===== src/rtl/radio_pkg.sv =====
// Shared definitions for the radio transmit sequencer: SPI opcodes,
// the 4-bit state encoding and frame framing constants.
package radio_pkg;

    localparam logic [7:0] CMD_SFLUSHTX = 8'h09;
    localparam logic [7:0] CMD_TXFIFO   = 8'h3E;
    localparam logic [7:0] CMD_STXON    = 8'h04;

    // CRC bytes appended by the radio, counted in the length byte.
    localparam int unsigned FCS_BYTES = 2;

    typedef enum logic [3:0] {
        ST_IDLE        = 4'd0,
        ST_FLUSH       = 4'd1,
        ST_FIFO_ADDR   = 4'd2,
        ST_LEN         = 4'd3,
        ST_DST         = 4'd4,
        ST_SRC         = 4'd5,
        ST_PAYLOAD     = 4'd6,
        ST_CCA_CHECK   = 4'd7,
        ST_BACKOFF     = 4'd8,
        ST_STROBE      = 4'd9,
        ST_WAIT_SFD_HI = 4'd10,
        ST_WAIT_SFD_LO = 4'd11,
        ST_DONE        = 4'd12,
        ST_FAIL        = 4'd13
    } tx_state_t;

endpackage


===== src/rtl/radio_tx_sequencer_if.sv =====
// Byte-serial command bus between the sequencer and the SPI command master.
interface radio_tx_sequencer_if;
    logic [7:0] Command;
    logic       CmdValid;
    logic       CmdReady;

    modport master (output Command, output CmdValid, input CmdReady);
    modport slave  (input Command, input CmdValid, output CmdReady);
endinterface


===== src/rtl/radio_tx_sequencer_timer.sv =====
// Loadable down-counter shared by the backoff and SFD wait phases.
// Holds at zero once expired; a load takes priority over counting.
module tx_wait_timer #(
    parameter int unsigned W = 16
) (
    input  logic         clk,
    input  logic         rst,
    input  logic         i_load,
    input  logic [W-1:0] i_value,
    output logic         o_expired
);

    logic [W-1:0] r_count;

    // Load on strobe, otherwise count down and stop at zero.
    always_ff @(posedge clk or posedge rst) begin
        if (rst) begin
            r_count <= '0;
        end else if (i_load) begin
            r_count <= i_value;
        end else if (r_count != '0) begin
            r_count <= r_count - W'(1);
        end
    end

    assign o_expired = (r_count == '0);

endmodule


===== src/rtl/radio_tx_sequencer.sv =====
// Radio transmit sequencer: flushes and loads the TX FIFO with an addressed
// frame, strobes STXON on clear channel with binary-exponential backoff,
// and follows SFD to report frame completion or failure.
module radio_tx_sequencer
    import radio_pkg::*;
#(
    parameter int unsigned PAYLOAD_BYTES  = 4,
    parameter int unsigned MAX_RETRIES    = 3,
    parameter int unsigned BACKOFF_CYCLES = 2048,
    parameter int unsigned SFD_TIMEOUT    = 65535
) (
    input  logic                       clk,
    input  logic                       rst,
    input  logic [8*PAYLOAD_BYTES-1:0] i_DIn,
    input  logic [7:0]                 i_SrcAddr,
    input  logic [7:0]                 i_DstAddr,
    input  logic                       i_InRequest,
    output logic                       o_InValid,
    input  logic                       i_CCA,
    input  logic                       i_SFD,
    radio_tx_sequencer_if.master       cmd_bus,
    output logic                       o_TransmitDone,
    output logic                       o_TransmitFail,
    output logic [3:0]                 o_CurState
);

    localparam int unsigned BO_MAX  = BACKOFF_CYCLES << MAX_RETRIES;
    localparam int unsigned TMR_MAX = (BO_MAX > SFD_TIMEOUT) ? BO_MAX : SFD_TIMEOUT;
    localparam int unsigned TW      = $clog2(TMR_MAX) + 1;
    localparam int unsigned IW      = (PAYLOAD_BYTES > 1) ? $clog2(PAYLOAD_BYTES) : 1;
    localparam logic [2:0]  MAX_R   = 3'(MAX_RETRIES);
    localparam logic [7:0]  LEN_VAL = 8'(PAYLOAD_BYTES + 2 + FCS_BYTES);
    localparam logic [IW-1:0] LAST_IDX = IW'(PAYLOAD_BYTES - 1);

    tx_state_t                  r_state;
    logic [8*PAYLOAD_BYTES-1:0] r_payload;
    logic [7:0]                 r_src;
    logic [7:0]                 r_dst;
    logic [2:0]                 r_retries;
    logic [IW-1:0]              r_idx;
    logic [7:0]                 r_cmd;
    logic                       r_cmd_valid;
    logic                       r_in_valid;
    logic                       r_done;
    logic                       r_fail;

    logic                       w_tmr_load;
    logic [TW-1:0]              w_tmr_value;
    logic                       w_tmr_expired;
    logic [TW-1:0]              w_backoff_len;
    logic [TW-1:0]              w_sfd_len;
    logic [7:0]                 w_top_byte;
    logic [7:0]                 w_next_byte;
    logic                       w_busy_retry;

    // Timer holds N-1 so that the waiting state spans exactly N cycles,
    // leaving when the counter reads zero.
    assign w_backoff_len = (TW'(BACKOFF_CYCLES) << (r_retries + 3'd1)) - TW'(1);
    assign w_sfd_len     = TW'(SFD_TIMEOUT - 1);
    assign w_busy_retry  = !i_CCA && (r_retries < MAX_R);
    assign w_top_byte    = r_payload[8*PAYLOAD_BYTES-1 -: 8];

    if (PAYLOAD_BYTES > 1) begin : g_next_byte
        assign w_next_byte = r_payload[8*PAYLOAD_BYTES-9 -: 8];
    end else begin : g_single_byte
        assign w_next_byte = '0;
    end

    // Timer loads: backoff on busy channel, SFD timeout on entry to each wait phase.
    always_comb begin
        w_tmr_load  = 1'b0;
        w_tmr_value = w_sfd_len;
        case (r_state)
            ST_CCA_CHECK: begin
                w_tmr_load  = w_busy_retry;
                w_tmr_value = w_backoff_len;
            end
            ST_STROBE:      w_tmr_load = cmd_bus.CmdReady;
            ST_WAIT_SFD_HI: w_tmr_load = i_SFD;
            default:        w_tmr_load = 1'b0;
        endcase
    end

    tx_wait_timer #(.W(TW)) u_timer (
        .clk       (clk),
        .rst       (rst),
        .i_load    (w_tmr_load),
        .i_value   (w_tmr_value),
        .o_expired (w_tmr_expired)
    );

    // Sequencer FSM; Command/CmdValid are set for the state being entered.
    always_ff @(posedge clk or posedge rst) begin
        if (rst) begin
            r_state     <= ST_IDLE;
            r_payload   <= '0;
            r_src       <= '0;
            r_dst       <= '0;
            r_retries   <= '0;
            r_idx       <= '0;
            r_cmd       <= '0;
            r_cmd_valid <= 1'b0;
            r_in_valid  <= 1'b0;
            r_done      <= 1'b0;
            r_fail      <= 1'b0;
        end else begin
            r_in_valid <= 1'b0;
            r_done     <= 1'b0;
            r_fail     <= 1'b0;
            case (r_state)
                ST_IDLE: begin
                    if (i_InRequest) begin
                        r_payload   <= i_DIn;
                        r_src       <= i_SrcAddr;
                        r_dst       <= i_DstAddr;
                        r_retries   <= '0;
                        r_in_valid  <= 1'b1;
                        r_cmd       <= CMD_SFLUSHTX;
                        r_cmd_valid <= 1'b1;
                        r_state     <= ST_FLUSH;
                    end
                end
                ST_FLUSH: begin
                    if (cmd_bus.CmdReady) begin
                        r_cmd   <= CMD_TXFIFO;
                        r_state <= ST_FIFO_ADDR;
                    end
                end
                ST_FIFO_ADDR: begin
                    if (cmd_bus.CmdReady) begin
                        r_cmd   <= LEN_VAL;
                        r_state <= ST_LEN;
                    end
                end
                ST_LEN: begin
                    if (cmd_bus.CmdReady) begin
                        r_cmd   <= r_dst;
                        r_state <= ST_DST;
                    end
                end
                ST_DST: begin
                    if (cmd_bus.CmdReady) begin
                        r_cmd   <= r_src;
                        r_state <= ST_SRC;
                    end
                end
                ST_SRC: begin
                    if (cmd_bus.CmdReady) begin
                        r_cmd   <= w_top_byte;
                        r_idx   <= '0;
                        r_state <= ST_PAYLOAD;
                    end
                end
                ST_PAYLOAD: begin
                    if (cmd_bus.CmdReady) begin
                        r_payload <= r_payload << 8;
                        if (r_idx == LAST_IDX) begin
                            r_cmd       <= '0;
                            r_cmd_valid <= 1'b0;
                            r_state     <= ST_CCA_CHECK;
                        end else begin
                            r_idx <= r_idx + IW'(1);
                            r_cmd <= w_next_byte;
                        end
                    end
                end
                ST_CCA_CHECK: begin
                    if (i_CCA) begin
                        r_cmd       <= CMD_STXON;
                        r_cmd_valid <= 1'b1;
                        r_state     <= ST_STROBE;
                    end else if (w_busy_retry) begin
                        r_retries <= r_retries + 3'd1;
                        r_state   <= ST_BACKOFF;
                    end else begin
                        r_fail  <= 1'b1;
                        r_state <= ST_FAIL;
                    end
                end
                ST_BACKOFF: begin
                    if (w_tmr_expired) begin
                        r_state <= ST_CCA_CHECK;
                    end
                end
                ST_STROBE: begin
                    if (cmd_bus.CmdReady) begin
                        r_cmd       <= '0;
                        r_cmd_valid <= 1'b0;
                        r_state     <= ST_WAIT_SFD_HI;
                    end
                end
                ST_WAIT_SFD_HI: begin
                    if (i_SFD) begin
                        r_state <= ST_WAIT_SFD_LO;
                    end else if (w_tmr_expired) begin
                        r_fail  <= 1'b1;
                        r_state <= ST_FAIL;
                    end
                end
                ST_WAIT_SFD_LO: begin
                    if (!i_SFD) begin
                        r_done  <= 1'b1;
                        r_state <= ST_DONE;
                    end else if (w_tmr_expired) begin
                        r_fail  <= 1'b1;
                        r_state <= ST_FAIL;
                    end
                end
                ST_DONE:  r_state <= ST_IDLE;
                ST_FAIL:  r_state <= ST_IDLE;
                default:  r_state <= ST_IDLE;
            endcase
        end
    end

    assign cmd_bus.Command  = r_cmd;
    assign cmd_bus.CmdValid = r_cmd_valid;
    assign o_InValid        = r_in_valid;
    assign o_TransmitDone   = r_done;
    assign o_TransmitFail   = r_fail;
    assign o_CurState       = r_state;

endmodule


===== src/flat_wrapper.sv =====
// flat-port wrapper written by rule: the top's interface ports become plain ports
module radio_tx_sequencer_flat import radio_pkg::*;
#(
    parameter int unsigned PAYLOAD_BYTES  = 4,
    parameter int unsigned MAX_RETRIES    = 3,
    parameter int unsigned BACKOFF_CYCLES = 2048,
    parameter int unsigned SFD_TIMEOUT    = 65535
)
  (clk, rst, i_DIn, i_SrcAddr, i_DstAddr, i_InRequest, o_InValid, i_CCA, i_SFD, o_TransmitDone, o_TransmitFail, o_CurState, cmd_bus_Command, cmd_bus_CmdValid, cmd_bus_CmdReady);
  radio_tx_sequencer_if cmd_bus_i ();
  input  logic clk;
  input  logic rst;
  input  logic [8*PAYLOAD_BYTES-1:0] i_DIn;
  input  logic [7:0] i_SrcAddr;
  input  logic [7:0] i_DstAddr;
  input  logic i_InRequest;
  output logic o_InValid;
  input  logic i_CCA;
  input  logic i_SFD;
  output logic o_TransmitDone;
  output logic o_TransmitFail;
  output logic [3:0] o_CurState;
  output wire logic [$bits(cmd_bus_i.Command)-1:0] cmd_bus_Command;
  output wire logic [$bits(cmd_bus_i.CmdValid)-1:0] cmd_bus_CmdValid;
  input wire logic [$bits(cmd_bus_i.CmdReady)-1:0] cmd_bus_CmdReady;
  assign cmd_bus_Command = cmd_bus_i.Command;
  assign cmd_bus_CmdValid = cmd_bus_i.CmdValid;
  assign cmd_bus_i.CmdReady = cmd_bus_CmdReady;
  radio_tx_sequencer #(.PAYLOAD_BYTES(PAYLOAD_BYTES), .MAX_RETRIES(MAX_RETRIES), .BACKOFF_CYCLES(BACKOFF_CYCLES), .SFD_TIMEOUT(SFD_TIMEOUT)) u_core (.clk(clk), .rst(rst), .i_DIn(i_DIn), .i_SrcAddr(i_SrcAddr), .i_DstAddr(i_DstAddr), .i_InRequest(i_InRequest), .o_InValid(o_InValid), .i_CCA(i_CCA), .i_SFD(i_SFD), .cmd_bus(cmd_bus_i), .o_TransmitDone(o_TransmitDone), .o_TransmitFail(o_TransmitFail), .o_CurState(o_CurState));
endmodule

===== config.mk =====
export PLATFORM = sky130hd
export DESIGN_NAME = radio_tx_sequencer_flat
export DESIGN_NICKNAME = d
export VERILOG_FILES = /design/src/rtl/radio_pkg.sv /design/src/rtl/radio_tx_sequencer_if.sv /design/src/rtl/radio_tx_sequencer_timer.sv /design/src/rtl/radio_tx_sequencer.sv /design/src/flat_wrapper.sv
export SDC_FILE = /design/constraint.sdc
export NUM_CORES = 1
export LEC_CHECK = 0
export CAP_MARGIN = 40
export CORE_ASPECT_RATIO = 1.25
export CORE_MARGIN = 2
export CORE_UTILIZATION = 59
export CTS_CLUSTER_SIZE = 40
export DETAILED_ROUTE_END_ITERATION = 10
export HOLD_SLACK_MARGIN = 0.12
export PLACE_DENSITY = 0.87
export SETUP_SLACK_MARGIN = 0.1
export SLEW_MARGIN = 20
export SYNTH_ARGS = -nofsm -noshare
export SYNTH_HDL_FRONTEND = slang
export SYNTH_SLANG_ARGS = --single-unit

===== constraint.sdc =====
create_clock -name clk -period 8.4 [get_ports clk]
set_clock_uncertainty 0.2 [all_clocks]
set_input_delay 1.68 -clock clk [delete_from_list [all_inputs] [get_ports clk]]
set_output_delay 1.68 -clock clk [all_outputs]
set_load 0.005 [all_outputs]

==> metrics.log, run 1 <==
[metrics] outcome: completed
[metrics] synth cell count leaders: 97 x sky130_fd_sc_hd__nand2_1, 86 x sky130_fd_sc_hd__dfrtp_1, 29 x sky130_fd_sc_hd__mux2i_1, 28 x sky130_fd_sc_hd__o21ai_1, 22 x sky130_fd_sc_hd__nor2_1
[metrics] Combinational Power Share: 44.0%
[metrics] sequential area share after synthesis: a little under half
[metrics] leakage dissipation: about 2.4 nW
[metrics] worst-skew pair later-pin latency: about 360 ps
[metrics] CTS Buffer Depth: 2
[metrics] Synth Warn #: 0
[metrics] Final period util: roughly 47%
[metrics] Post-Synthesis Net Count: between 500 and 600
[metrics] gate count after technology mapping: 493
[metrics] data required time of the worst path: 8480 ps
[metrics] DR WL/cell: 16.5 um
[metrics] pwr/cell area: between 300 and 400 mW/mm^2
[metrics] worst r2r path cells: 7
[metrics] final count of negative-setup-slack endpoints: 0
[metrics] mean instance size in the synthesized netlist: 9.47 um^2
[metrics] effective utilization at floorplan: between 60% and 70%
[metrics] count of instances resized after the clock tree is built: 0
[metrics] number of antenna violations at the first check in global routing: 0
[metrics] critical path class: input port to register
[metrics] Core ar.: 0.00775 mm^2
[metrics] final-layout setup total negative slack: 0 ps
[metrics] cell taking the most area after synthesis: sky130_fd_sc_hd__dfrtp_1
[metrics] highest attainable clock frequency: between 200 and 300 MHz
[metrics] area enclosed by the die boundary: 0.00865 mm^2
[metrics] number of buffers inserted by port buffering: 69
[metrics] all-layer global routing usage: roughly a quarter
[metrics] Antenna Violating Nets Remaining: 0
[metrics] Die Width: about 84 um
[metrics] maximum VDD drop: 0.276 mV
[metrics] nature of the critical path endpoint: register
[metrics] drt first-iter violations: 347
[metrics] number of buffers created by CTS: 9
[metrics] Overflow after GRT: 0
[metrics] Post-synth EDFFs: 0
[metrics] post-placement cell count: between 600 and 700
[metrics] clock root buffer master: sky130_fd_sc_hd__clkbuf_8
[metrics] remaining max-slew budget at the tightest pin: 42.2%
[metrics] data arrival time of the critical path: 4060 ps
[metrics] P_sw: 0.000727 W
[metrics] Tmin final: 3980 ps
[metrics] most frequent cell after synthesis: sky130_fd_sc_hd__nand2_1
[metrics] Die Span Y: around 100 um
[metrics] layout cells sized above 1: 6.51%
[metrics] GPL Wtd Cong: 0.941
[metrics] Sequential Power Share: 41.2%
[metrics] clock sinks: 86
[metrics] Top Ports: 70
[metrics] Setup Buffers After CTS: 0
[metrics] total power of the final layout: 0.00179 W
[metrics] Clock transition at path regs: about 70 ps
[metrics] final count of hold timing violations: 0
[metrics] maximum number of pins on one net before global-route repair: 54
[metrics] post-synthesis cell area: 0.00467 mm^2
[metrics] overall via count from detail_route: 3944
[metrics] worst-path fanout max: 30
[metrics] clock tree from TritonCTS: built
[metrics] library cells used by synthesis: between 60 and 70
[metrics] Clock Power Share: 14.8%
[metrics] cell-internal power: approximately 0.0011 W
[metrics] number of pins with negative max-slew slack in the final report: 0
[metrics] max-cap check violation count: 0
[metrics] share of total power consumed by net switching: between 40% and 50%
[metrics] drt first pass iters: 5
[metrics] wire length of the first global-routing pass: 17900 um
[metrics] number of global-route vias before repair: between 3000 and 4000
[metrics] class of the worst hold path: register to register
[metrics] main area contributors after synthesis: sky130_fd_sc_hd__dfrtp_1 46%, sky130_fd_sc_hd__nand2_1 7.8%, sky130_fd_sc_hd__mux2i_1 6.2%, sky130_fd_sc_hd__o21ai_1 3.0%, sky130_fd_sc_hd__a22o_1 2.8%
[metrics] number of standard cells in the final layout excluding fillers: 648
[metrics] hold buffer count at cts: 0
[metrics] transition time at the pin with the least slew margin: a little under 900 ps
[metrics] flip-flop and latch count after synthesis: 86
[metrics] share of synthesized registers carrying an async set or reset: 100%
[metrics] number of levels the H-tree was split into: 3
[metrics] routed vias/inst: between 6 and 7
[metrics] number of antenna cells inserted: 0
[metrics] layout-stage area growth over the synthesis result: 20.2%
[metrics] HPWL Detailed: 7640 um
[metrics] most frequently used flop master after synthesis: sky130_fd_sc_hd__dfrtp_1
[metrics] DRC violation count after routing: 0
[metrics] number of placement rows: 36
[metrics] share of Yosys cell area claimed by the top area cell type: 46.1%
[metrics] Setup crit start kind: input port
[metrics] NumNets Final: 612
[metrics] WL final: 10700 um
[metrics] worst hold stages: 2
[metrics] setup repair after global routing missed its margin: false
placed cells by master, fill, tap and decap left out, drive strengths merged, types with 4 or more instances in the layout:
master | netlist | layout
nand2 | 98 | 98
dfrtp | 86 | 86
clkdlybuf4s50 | 0 | 69
o21ai | 45 | 45
mux2i | 29 | 29
nor2 | 24 | 24
inv | 17 | 16
a22o | 15 | 15
a21oi | 14 | 14
clkbuf | 9 | 13
nor3 | 12 | 12
ha | 10 | 10
nand2b | 8 | 8
nand3 | 7 | 7
buf | 23 | 7
a221o | 6 | 6
a32oi | 6 | 6
nor4 | 6 | 6
a22oi | 5 | 5
xnor2 | 5 | 5
xor2 | 5 | 5
nor2b | 4 | 4
o211ai | 4 | 4
a221oi | 4 | 4
clkinv | 0 | 4
registers in the layout, summed over array words and instances, names as in the netlist:
signal,cells
u_core.r_dst,8
u_core.r_payload,32
u_core.r_src,8
u_core.o_CurState,4
u_core.o_InValid,1
u_core.u_timer.r_count,17
u_core.r_retries,3
u_core.o_TransmitFail,1
u_core.cmd_bus.Command,8
u_core.cmd_bus.CmdValid,1
u_core.r_idx,2
u_core.o_TransmitDone,1
metrics by stage:
stage	setup WS, ps	instance area [um^2]	util (%)	hold slack [ps]
floorplan	4300	4670	-	245
global placement	3910	5350	69.0	261
detailed placement	4040	5420	70.0	264
CTS	4410	5600	72.3	285
global route	4180	5620	72.5	292
finish	4420	5620	72.5	285
power by group through the flow:
stage / clock (W) / combinational (W) / sequential (W)
after floorplan: 0 / 0.000602 / 0.000680
after global placement: 0 / 0.000708 / 0.000746
after detailed placement: 0 / 0.000762 / 0.000755
after CTS: 0.000271 / 0.000764 / 0.000749
after global routing: 0.000291 / 0.000876 / 0.000761
final: 0.000265 / 0.000789 / 0.000739
kinds of logic (layout without fill, tap and decap cells):
group | count (synthesis) | in the layout | synth area share (%)
and+or+nand+nor | 183 | 183 | 19.8
buffers and inverters | 49 | 109 | 4.96
AOI/OAI and AO/OA | 126 | 126 | 18.4
adders and majority gates | 10 | 10 | 2.68
muxes | 29 | 29 | 6.21
DFF | 86 | 86 | 46.1
xor gates and xnor gates | 10 | 10 | 1.88
routing by layer:
layer	share of wire, %	GRT usage [%]
met1	41	32.9
met2	51	43.4
met3	5.2	4.68
met4	2.8	13.9
met5	0	0
path summary, 6_finish.rpt:
kind | endpoint | slack [ps] | startpoint
hold / removal | u_core.r_dst[0]$_DFFE_PP0P_ | 290 | u_core.r_dst[0]$_DFFE_PP0P_
hold reg to reg | u_core.r_dst[0]$_DFFE_PP0P_ | 290 | u_core.r_dst[0]$_DFFE_PP0P_
setup / recovery | u_core.r_payload[14]$_DFFE_PP0P_ | 4420 | i_InRequest
min in group asynchronous | u_core.r_dst[1]$_DFFE_PP0P_ | 1530 | rst
max in group asynchronous | u_core.cmd_bus.Command[6]$_DFFE_PP0P_ | 5860 | rst
setup reg to reg | u_core.r_payload[14]$_DFFE_PP0P_ | 5060 | u_core.o_CurState[0]$_DFFE_PP0P_
layout make-up:
class / instances / area (um^2)
Multi-Input combinational cell: 358 / 2300
Sequential cell: 86 / 2150
Fill cell: 554 / 2130
Timing Repair Buffer: 76 / 803
Clock buffer: 13 / 159
Tap cell: 95 / 119
Inverter: 17 / 65.1
Clock inverter: 3 / 18.8
worst max-delay path, cell delays in order:
cell,delay (ps)
sky130_fd_sc_hd__clkdlybuf4s50_1,460
sky130_fd_sc_hd__nand3_1,450
sky130_fd_sc_hd__inv_2,390
sky130_fd_sc_hd__a21oi_4,670
sky130_fd_sc_hd__buf_16,240
sky130_fd_sc_hd__nand2_1,60
sky130_fd_sc_hd__o21ai_1,80
No activity file was read; power rests on OpenSTA's default activity.
==> inputs of run 2 (changes only) <==
CORE_UTILIZATION = 49   (was 59)
PLACE_DENSITY = 0.77   (was 0.87)
clock period = 3.4 ns   (was 8.4 ns; I/O delays follow)
==> run 2 against run 1 <==
Effect of this change:
- critical path depth decreased by 1
- sequential cell count unchanged
- first-iteration DRC count decreased by 51%
- via count grew 1.2%
- clock power rose to 3.8 times the previous value
- combinational power rose to 2.5 times the previous value
- wire length rose by 5.3%
- count of clock-buffer cells in the layout fell by 1
- sequential share of layout area shrank 1.1 points
- critical endpoint is now u_core.u_timer.r_count[16]$_DFFE_PP0P_
- highest routed layer unchanged
==> metrics.log, run 2 (synthesized netlist as in run 1, its figures left out) <==
[metrics] final count of hold timing violations: 0
[metrics] hold buffer count at cts: 0
[metrics] Clock transition at path regs: about 70 ps
[metrics] DR WL/cell: 16.5 um
[metrics] share of total power consumed by net switching: about two fifths
[metrics] register with the most flip-flops: u_core.r_payload
[metrics] r2r setup slk: 750 ps
[metrics] routed vias/inst: 5.85
[metrics] number of antenna violations at the first check in global routing: 0
[metrics] data arrival time of the critical path: 2700 ps
[metrics] maximum number of pins on one net before global-route repair: 57
[metrics] Sequential Power Share: 37.6%
[metrics] overall via count from detail_route: 3992
[metrics] HPWL Detailed: 7920 um
[metrics] remaining max-slew budget at the tightest pin: 46.1%
[metrics] clock tree from TritonCTS: built
[metrics] number of antenna cells inserted: 0
[metrics] drt first-iter violations: 171
[metrics] max reg flops: 32
[metrics] layout cells sized above 1: 7.87%
[metrics] Top Ports: 70
[metrics] number of pins with negative max-slew slack in the final report: 0
[metrics] area enclosed by the die boundary: between 0.01 and 0.015 mm^2
[metrics] cell-internal power: 0.00294 W
[metrics] Die Span Y: 113 um
[metrics] nature of the critical path endpoint: register
[metrics] Tmin final: between 2000 and 3000 ps
[metrics] Overflow after GRT: 0
[metrics] GPL Wtd Cong: 0.874
[metrics] NumNets Final: ~620
[metrics] largest registers: u_core.r_payload x32, u_core.u_timer.r_count x17
[metrics] outcome: completed
[metrics] worst-path fanout max: 23
[metrics] data required time of the worst path: ~3500 ps
[metrics] Die Width: 91.3 um
[metrics] Combinational Power Share: 41.3%
[metrics] number of placement rows: 39
[metrics] pwr/cell area: 831 mW/mm^2
[metrics] Core ar.: 0.00922 mm^2
[metrics] wire length of the first global-routing pass: 18700 um
[metrics] most common library cell in the layout ignoring fill and taps: sky130_fd_sc_hd__nand2_1
[metrics] clock sinks: 86
[metrics] Setup Buffers After CTS: 0
[metrics] all-layer global routing usage: between 20% and 30%
[metrics] maximum VDD drop: 0.372 mV
[metrics] final-layout setup total negative slack: 0 ps
[metrics] final count of negative-setup-slack endpoints: 0
[metrics] Antenna Violating Nets Remaining: 0
[metrics] post-placement cell count: between 600 and 700
[metrics] DRC violation count after routing: 0
[metrics] setup repair after global routing missed its margin: false
[metrics] count of instances resized after the clock tree is built: 0
[metrics] CTS Buffer Depth: 2
[metrics] highest attainable clock frequency: 378 MHz
[metrics] critical path class: register to register
[metrics] drt first pass iters: 5
[metrics] max-cap check violation count: 0
[metrics] Setup crit start kind: register
[metrics] number of global-route vias before repair: 3892
[metrics] worst-skew pair later-pin latency: 340 ps
[metrics] transition time at the pin with the least slew margin: 803 ps
[metrics] class of the worst hold path: register to register
[metrics] layout-stage area growth over the synthesis result: 23.6%
[metrics] number of levels the H-tree was split into: 3
[metrics] effective utilization at floorplan: 50.6%
[metrics] number of buffers inserted by port buffering: just under 70
[metrics] clock root buffer master: sky130_fd_sc_hd__clkbuf_16
[metrics] most frequent cells in the layout: 97 x sky130_fd_sc_hd__nand2_1, 86 x sky130_fd_sc_hd__dfrtp_1, 69 x sky130_fd_sc_hd__clkdlybuf4s50_1
[metrics] WL final: 11300 um
[metrics] leakage dissipation: 2.45 nW
[metrics] number of buffers created by CTS: 9
[metrics] Clock Power Share: 21.2%
[metrics] Final period util: 77.9%
[metrics] number of standard cells in the final layout excluding fillers: between 600 and 700
[metrics] P_sw: roughly 0.0019 W
==> run 2: worst paths after layout <==
kind,start,endpoint,cells past startpoint
max in group asynchronous,rst,u_core.r_payload[16]$_DFFE_PP0P_,3
worst min register to register,u_core.r_src[6]$_DFFE_PP0P_,u_core.r_src[6]$_DFFE_PP0P_,2
min in group asynchronous,rst,u_core.o_CurState[3]$_DFFE_PP0P_,2
worst max-delay path,u_core.o_CurState[1]$_DFFE_PP0P_,u_core.u_timer.r_count[16]$_DFFE_PP0P_,6
worst max register to register,u_core.o_CurState[1]$_DFFE_PP0P_,u_core.u_timer.r_count[16]$_DFFE_PP0P_,6
worst min-delay path,u_core.r_src[6]$_DFFE_PP0P_,u_core.r_src[6]$_DFFE_PP0P_,2
==> run 2: metrics by stage <==
step / power (W) / util, % / cell area, um^2 / hold WS, ps / worst slack, ps
detailed placement: 0.00377 / 59.3 / 5470 / 264 / 663
global placement: 0.00368 / 59.3 / 5470 / 262 / 785
floorplan: 0.00317 / - / 4670 / 245 / 298
global route: 0.00513 / 62.6 / 5770 / 308 / 534
CTS: 0.00481 / 62.6 / 5770 / 289 / 782
finish: 0.00480 / 62.6 / 5770 / 282 / 752
==> run 2: worst max-delay path, stage by stage (launching register included) <==
cell and delay (ps):
sky130_fd_sc_hd__dfrtp_1 770, sky130_fd_sc_hd__buf_4 350, sky130_fd_sc_hd__nand2b_1 190, sky130_fd_sc_hd__o22ai_1 120, sky130_fd_sc_hd__a21oi_2 630, sky130_fd_sc_hd__nand2_1 110, sky130_fd_sc_hd__a22oi_1 180
==> run 2: power groups by stage <==
stage | sequential, W | clock, W | combinational, W
finish | 0.00180 | 0.00101 | 0.00198
global route | 0.00185 | 0.00107 | 0.00221
CTS | 0.00180 | 0.00103 | 0.00198
detailed placement | 0.00181 | 0 | 0.00196
global placement | 0.00179 | 0 | 0.00189
floorplan | 0.00168 | 0 | 0.00149
==> run 2: layout make-up <==
type / count / area [um^2]
Sequential cell: 86 / 2150
Tap cell: 123 / 154
Multi-Input combinational cell: 358 / 2300
Clock inverter: 3 / 42.5
Inverter: 17 / 65.1
Clock buffer: 12 / 267
Timing Repair Buffer: 83 / 796
Fill cell: 734 / 3450
==> run 2: metal layers <==
metal | GRT usage (%) | routed length, um
met1 | 27.2 | 4590
met2 | 41.0 | 5960
met3 | 4.06 | 511
met4 | 7.88 | 214
met5 | 0 | 0
